### config.mk
export PLATFORM = sky130hd
export DESIGN_NAME = modaddsub_vec_pipe
export DESIGN_NICKNAME = d
export VERILOG_FILES = /design/src/rtl/pasta_pkg.sv /design/src/rtl/modaddsub_lane.sv /design/src/rtl/modaddsub_vec_pipe.sv
export SDC_FILE = /design/constraint.sdc
export NUM_CORES = 2
export LEC_CHECK = 0
export BUFFER_PORTS_ARGS = -buffer_cell sky130_fd_sc_hd__buf_2
export CORE_AREA = 5 5 628 630
export DETAILED_ROUTE_END_ITERATION = 16
export DIE_AREA = 0 0 633 635
export SYNTH_ARGS = -nofsm -noshare
export SYNTH_HDL_FRONTEND = slang
export SYNTH_SLANG_ARGS = --single-unit
### constraint.sdc
create_clock -name clk -period 3.3 [get_ports clk]
set_input_delay 0.165 -clock clk [delete_from_list [all_inputs] [get_ports clk]]
set_output_delay 0.165 -clock clk [all_outputs]
set_load 0.03 [all_outputs]
### src/rtl/pasta_pkg.sv
// rtl/pasta_pkg.sv - shared PASTA datapath constants and op encodings
//
// Purpose: parameter defaults for the PASTA modular datapath blocks and the
//          add/sub operation encoding used on in_op.
// Contents: PASTA_BITLEN, PASTA_Q, PASTA_S, OP_ADD, OP_SUB.
package pasta_pkg;

    localparam int PASTA_BITLEN = 17;
    localparam int PASTA_Q      = 65537;
    localparam int PASTA_S      = 32;

    localparam logic OP_ADD = 1'b0;
    localparam logic OP_SUB = 1'b1;

endpackage

### src/rtl/modaddsub_lane.sv
// rtl/modaddsub_lane.sv - one lane of the pipelined modular adder/subtractor
//
// Purpose: stage-1 raw sum (a+b or a+(Q-b)), stage-2 conditional subtract of Q,
//          and a combinational range flag for the current operands.
// Ports:
//   clk, rst_n   clock, asynchronous active-low reset
//   s1_en        capture raw value from a/b/op
//   s2_en        capture corrected result from the raw register
//   op           0 = add, 1 = subtract
//   a, b         lane operands (expected in [0, Q-1])
//   res          registered lane result in [0, Q-1]
//   range_err    a >= Q or b >= Q (combinational, for the current operands)
module modaddsub_lane
    import pasta_pkg::*;
#(
    parameter int BITLEN = PASTA_BITLEN,
    parameter int Q      = PASTA_Q
) (
    input  logic              clk,
    input  logic              rst_n,
    input  logic              s1_en,
    input  logic              s2_en,
    input  logic              op,
    input  logic [BITLEN-1:0] a,
    input  logic [BITLEN-1:0] b,
    output logic [BITLEN-1:0] res,
    output logic              range_err
);

    localparam logic [BITLEN:0]   Q_W  = (BITLEN + 1)'(Q);
    localparam logic [BITLEN-1:0] Q_LO = BITLEN'(Q);

    logic [BITLEN:0]   a_x;
    logic [BITLEN:0]   b_x;
    logic [BITLEN:0]   addend;
    logic [BITLEN:0]   raw_nxt;
    logic [BITLEN:0]   raw;
    logic [BITLEN-1:0] corr;

    assign a_x = {1'b0, a};
    assign b_x = {1'b0, b};

    // Subtraction is a + (Q - b): for in-range b this never goes negative,
    // so one correction step in stage 2 is enough for both modes.
    assign addend  = (op == OP_SUB) ? (Q_W - b_x) : b_x;
    assign raw_nxt = a_x + addend;

    assign range_err = (a_x >= Q_W) || (b_x >= Q_W);

    // Only the low bits of raw - Q survive, so the subtract is done at lane width.
    assign corr = raw[BITLEN-1:0] - Q_LO;

    always_ff @(posedge clk or negedge rst_n) begin
        if (!rst_n) begin
            raw <= '0;
        end else if (s1_en) begin
            raw <= raw_nxt;
        end
    end

    always_ff @(posedge clk or negedge rst_n) begin
        if (!rst_n) begin
            res <= '0;
        end else if (s2_en) begin
            res <= (raw >= Q_W) ? corr : raw[BITLEN-1:0];
        end
    end

endmodule

### src/rtl/modaddsub_vec_pipe.sv
// rtl/modaddsub_vec_pipe.sv - two-stage vector modular add/sub with valid/ready
//
// Purpose: LANES-wide modular a+b / a-b mod Q, two register stages, full
//          backpressure, sticky operand range-error flag.
// Ports:
//   clk, rst_n   clock, asynchronous active-low reset
//   in_valid     input vector valid
//   in_ready     input accepted this cycle (combinational)
//   in_op        0 = add, 1 = subtract
//   in_a, in_b   packed operands, lane i at [BITLEN*(i+1)-1 : BITLEN*i]
//   out_valid    result valid
//   out_ready    consumer accepts result
//   out_res      packed result vector
//   err          sticky: an accepted operand lane was >= Q
//   err_clr      synchronous clear of err (a same-cycle set wins)
module modaddsub_vec_pipe
    import pasta_pkg::*;
#(
    parameter int BITLEN = PASTA_BITLEN,
    parameter int Q      = PASTA_Q,
    parameter int LANES  = PASTA_S
) (
    input  logic                    clk,
    input  logic                    rst_n,
    input  logic                    in_valid,
    output logic                    in_ready,
    input  logic                    in_op,
    input  logic [BITLEN*LANES-1:0] in_a,
    input  logic [BITLEN*LANES-1:0] in_b,
    output logic                    out_valid,
    input  logic                    out_ready,
    output logic [BITLEN*LANES-1:0] out_res,
    output logic                    err,
    input  logic                    err_clr
);

    logic             s1_valid;
    logic             s2_valid;
    logic             s1_load;
    logic             s2_load;
    logic             in_fire;
    logic             s2_en;
    logic [LANES-1:0] lane_err;

    // An empty stage always loads, so bubbles collapse even under backpressure.
    assign s2_load  = !s2_valid || out_ready;
    assign s1_load  = !s1_valid || s2_load;
    assign in_ready = s1_load;
    assign in_fire  = in_valid && s1_load;
    assign s2_en    = s2_load && s1_valid;

    assign out_valid = s2_valid;

    always_ff @(posedge clk or negedge rst_n) begin
        if (!rst_n) begin
            s1_valid <= 1'b0;
            s2_valid <= 1'b0;
        end else begin
            if (s1_load) begin
                s1_valid <= in_valid;
            end
            if (s2_load) begin
                s2_valid <= s1_valid;
            end
        end
    end

    always_ff @(posedge clk or negedge rst_n) begin
        if (!rst_n) begin
            err <= 1'b0;
        end else if (in_fire && (|lane_err)) begin
            err <= 1'b1;
        end else if (err_clr) begin
            err <= 1'b0;
        end
    end

    for (genvar i = 0; i < LANES; i++) begin : g_lane
        modaddsub_lane #(
            .BITLEN (BITLEN),
            .Q      (Q)
        ) u_lane (
            .clk       (clk),
            .rst_n     (rst_n),
            .s1_en     (in_fire),
            .s2_en     (s2_en),
            .op        (in_op),
            .a         (in_a[BITLEN*i +: BITLEN]),
            .b         (in_b[BITLEN*i +: BITLEN]),
            .res       (out_res[BITLEN*i +: BITLEN]),
            .range_err (lane_err[i])
        );
    end

endmodule
# ---- Word level (Yosys, flattened, before mapping)
# Cells that the tools add are included.
dict set report totals {
  regBits 1123
  inputBits 1094
  output_inout_bits 547
  wordCells 366
}
dict set report classes {
  addsub 96
  order_cmp 96
  n_mux 66
  n_reduce_logical 41
}
# cell count
set ops {}
lappend ops {{17-bit >= comparator, second input constant} 64}
lappend ops {{17-bit by 18-bit adder with 18-bit output} 32}
lappend ops {{18-bit by 17-bit >= comparator with 1-bit output, second input constant} 32}
lappend ops {{18-bit two-way mux} 32}
lappend ops {{17-bit by 17-bit subtractor with 18-bit output, first input constant} 32}
lappend ops {{17-bit two-way mux} 32}
lappend ops {{17-bit subtractor, second input constant} 32}
lappend ops {{1-bit logical OR} 34}
lappend ops {{32-bit OR reduction} 1}
lappend ops {{1-bit logical AND} 3}
lappend ops {{1-bit logical NOT} 2}
lappend ops {{1-bit two-way mux} 2}
lappend ops {{2-bit nonzero test} 1}

# ---- Depth between registers and ports, before layout
dict set report logic_depth {
  word_depth 6
  mapped_depth 17
  mapped_depth_nobuf 15
}

# ---- Hierarchy
# A second synthesis with hierarchy kept.
dict set report hier_totals {
  cells_unflattened 11909
  hier_area_um2 99020.0
}
# module instances cells_per_inst area_each_um2 seq_area_each_um2
set modules_own_cells {}
lappend modules_own_cells {{modaddsub_lane at g_lane[12].u_lane ...} 24 370 3060.4 875.8}
lappend modules_own_cells {{modaddsub_lane at g_lane[0].u_lane ...} 5 392 3283.1 875.8}
lappend modules_own_cells {{modaddsub_lane at g_lane[6].u_lane} 1 357 3007.9 875.8}
lappend modules_own_cells {{modaddsub_lane at g_lane[22].u_lane} 1 344 2974.1 875.8}
lappend modules_own_cells {{modaddsub_lane at g_lane[7].u_lane} 1 346 2956.6 875.8}
lappend modules_own_cells {modaddsub_vec_pipe 1 22 215.2 75.1}

# ---- Worst setup path after synthesis
# OpenSTA, ideal clock, no wires.
dict set report synth_timing {
  path_type {input -> register}
  from {input in_op}
  to {register g_lane[0].u_lane.raw[16]}
  setup_ns 0.087
  t_arrival_ns 4.144
  required_time_ns 3.213
  path_slack_ns -0.931
  cell_stages 17
  n_path_buf 5
  path_cell_list {clkbuf_1 clkbuf_1 clkbuf_1 clkbuf_1 buf_1 xor2_1 ha_1 inv_1 fa_1 nor2b_1 o31a_1 o211ai_1 a21oi_1 a2111oi_0 nor4b_1 or3_1 o211ai_1}
}
dict set report synth_between {
  elab_chain_len 2
}
# item line_no
set synth_rtl {}
lappend synth_rtl {{from (decl)} modaddsub_vec_pipe.sv:27} ;# input logic in_op,
lappend synth_rtl {{18-bit two-way mux} modaddsub_lane.sv:45} ;# assign addend = (op == OP_SUB) ? (Q_W - b_x) : b_x;
lappend synth_rtl {{17-bit by 18-bit adder with 18-bit output} modaddsub_lane.sv:46} ;# assign raw_nxt = a_x + addend;
lappend synth_rtl {{to (signal assigned)} modaddsub_lane.sv:57} ;# raw <= raw_nxt;
lappend synth_rtl {{to (decl)} modaddsub_lane.sv:37} ;# logic [BITLEN:0] raw;
# Every way passes these cells.
# A chain may end at the register's enable or synchronous reset.

# ---- Worst setup path in the final report
dict set report layout_timing {
  from {input in_b[245]}
  to {register g_lane[14].u_lane.raw[16]}
}
dict set report layout_between {
  elab_chain_len 3
}
# item line_no
set layout_rtl {}
lappend layout_rtl {{from (decl)} modaddsub_vec_pipe.sv:29} ;# input logic [BITLEN*LANES-1:0] in_b,
lappend layout_rtl {{17-bit by 17-bit subtractor with 18-bit output} modaddsub_lane.sv:45}
lappend layout_rtl {{18-bit two-way mux (*)} modaddsub_lane.sv:45}
lappend layout_rtl {{17-bit by 18-bit adder with 18-bit output (*)} modaddsub_lane.sv:46}
lappend layout_rtl {{to (signal assigned)} modaddsub_lane.sv:57}
lappend layout_rtl {{to (decl)} modaddsub_lane.sv:37}
# Every way passes the cells marked *; elsewhere a longest branch is shown, timed or not.

==> reports/metrics.cfg <==
[synth]
synth_common_cells = nand2_1, o21ai_0, dfrtp_1
ys_ff_latch = 1123
synth.area.top_cells = dfrtp_1, ha_1, xnor2_1, nand2_1, o21ai_0
postSynthCellCount = 10490
synth.most_common_cell = nand2_1
synth_area_um2 = 87080
synth_top_area_cell = dfrtp_1
synth.net_count = 12260
synth-seq-area-share_pct = 32.27
synth.distinct_cells = 86
synth_top_area_share_pct = 32.27
synth-edff-count = 0
ys.flop_type = dfrtp_1
async_reset_ff_share_pct = 100.0
syn_avg_cell_area_um2 = 8.302
yosysWarnings = 0

[sta]
relSlewSlack_pct = 31.50
setup_ws_ps = 25.94
max_freq_ghz = 0.3054
finalSetupViolCount = 0
worstMarginPinSlew_ps = 1019
finalSetupTns_ps = 0
finClkSkew_ps = 74.95
slew_violations = 0
period_needed_ps = 3274
hold_ws_ps = 68.65
min_period_over_period_pct = 99.21
hold_viol = 0

[die]
die_area_um2 = 402000
die_h_um = 635
coreArea_um2 = 388000
dieWidth_um = 633
start_util_pct = 22.45
placementRows = 229
pin_count = 1641

[placed_design]
dp_slack_ps = -1137
port_buffers = 1640
hpwl_mm = 404.5
place_area_um2 = 109100
gp_congestion = 1.028

[final_layout]
fin_util_pct = 32.19
syn2layout_area_growth_pct = 43.41
regArea_um2 = 28100
fin_area_um2 = 124900
drive_above_1_share_pct = 23.07
fin_nets = 15700
multi_input_area_um2 = 56500
fill_cells = 41190

[clock_tree]
cts_tree = yes
numCtsBuffers = 151
clkLatencyLatePin_ps = 840
cts_sinks = 1123
clock_path_buffers = 4
root_buffer = clkbuf_16
cts_max_level = 4
path_clk_slew_ps = 60

[global_routing]
first_global_vias = 91680
grt_max_degree = 151
grt_pass1_wl_mm = 668.6
antenna_found_initial = 196
grt_use_total_pct = 22.70
overflow = 0

[detailed_routing]
wl_met1_mm = 201.3
wl_per_cell_um = 24.67
drcViolationCount = 0
vias_per_cell = 4.902
met3_length_mm = 39.43
routed_wl_mm = 479.0
drtPass1Iterations = 5
drtIter0Drc = 7402
postRouteAntennaNets = 0
vias = 95160
wl_met2_mm = 212.3
highest_layer = met5

[worst_setup_path]
end_kind = register
rrSetupSlack_ps = 100
start_kind = input pin
critical_path_class = in2reg
path_max_fanout = 5
cp.required_ps = 4040
arrival_ps = 4010

[pwr]
p_leak_nw = 55.28
switching_share_pct = 43.96
combPwrFrac_pct = 45.2
p_sw_mw = 32.55
intPower_mw = 41.49
power.density_nw_per_um2 = 592.8
seqPwrFrac_pct = 30.0
clkPwrFrac_pct = 24.8
peakVddDrop_v = 0.0004308

[flow_run]
maxCapViolations = 0

[min_path]
hold_path.class = in2reg

[run_status]
status = finished, final reports clean

final cells by class:
| class | instances | share of cell area (%) |
|---|---|---|
| Timing Repair Buffer | 3652 | 21.09 |
| Clock inverter | 82 | 1.046 |
| Inverter | 421 | 1.266 |
| Tap cell | 5197 | 5.207 |
| Sequential cell | 1123 | 22.50 |
| Multi-Input combinational cell | 8589 | 45.24 |
| Antenna cell | 157 | 0.3146 |
| Clock buffer | 191 | 3.331 |
critical path: stages:
cell           delay, ps
buf_2                100
or4_1                570
or4b_2               670
o21ai_0              230
xnor2_1              150
ha_1                 300
nand3_1              110
a211oi_1              60
or4_1                570
a2111o_1             390
dlygate4sd3_1        580
nand3_1              100
cell usage in the layout (no fill, tap or decap), types with 273 or more instances in the layout:
master	Yosys	final
dfrtp_1	1123	1123
ha_1	640	638
nand2_1	1548	1546
o31ai_1	279	273
a21oi_1	306	302
o21ai_0	1159	1136
buf_4	0	1018
nor2_1	566	565
dlygate4sd3_1	0	942
xnor2_1	856	856
xor2_1	330	330
inv_1	421	419
nor3_1	326	320
buf_2	0	1638
power by group through the flow:
stage               combinational (mW)  clock (mW)  sequential [mW]
global route                      36.1        19.3             22.8
CTS                               33.3        18.8             22.2
floorplan                         13.1           0             25.6
detailed placement                31.4           0             22.4
finish                            33.4        18.4             22.2
global placement                  31.2           0             22.2
path summary, 6_finish.rpt:
path | depth (start not counted) | to | start
max in group asynchronous | 5 | g_lane[17].u_lane.res[12] | rst_n
hold reg to reg | 2 | g_lane[10].u_lane.res[1] | g_lane[10].u_lane.res[1]
hold / removal | 4 | g_lane[22].u_lane.raw[15] | in_a[389]
min in group asynchronous | 3 | g_lane[9].u_lane.raw[11] | rst_n
setup reg to reg | 9 | g_lane[15].u_lane.res[7] | g_lane[15].u_lane.raw[7]
setup / recovery | 12 | g_lane[14].u_lane.raw[16] | in_b[245]
flip-flops by register name, indices dropped and copies added, names as in the netlist:
signal             count
err                    1
g_lane.u_lane.res    544
g_lane.u_lane.raw    576
s1_valid               1
out_valid              1
through the flow:
step | total power [mW] | std cells
6_report | 74.03 | 19410
5_1_grt | 78.18 | 19360
4_1_cts | 74.33 | 19240
3_5_place_dp | 53.74 | 18020
3_3_place_gp | 53.48 | 18020
2_1_floorplan | 38.68 | 10490
layer usage:
metal / global-route usage [%] / up-vias
li1: - / 45070
met5: 0 / -
met2: 35.67 / 3309
met3: 6.328 / 903
met1: 28.65 / 45800
met4: 10.72 / 78
kinds of logic after synthesis:
| kind of cell | Yosys count | share of synthesized area (%) |
|---|---|---|
| compound gates | 2729 | 19.76 |
| xor+xnor | 1186 | 11.93 |
| flops | 1123 | 32.27 |
| mux | 28 | 0.3405 |
| simple gates | 3974 | 22.41 |
| buf+inv | 777 | 3.366 |
| fa+ha+maj | 672 | 9.931 |
repair_timing:
action,4_1_cts,5_1_grt
hold endpoints to repair,1355,0
gates cloned,0,0
resized for setup,1,93
hold buffers,945,0
buffers inserted,0,15
pin swaps,0,28
endpoints found under the setup margin,1,85
No activity file was read; power rests on OpenSTA's default activity.
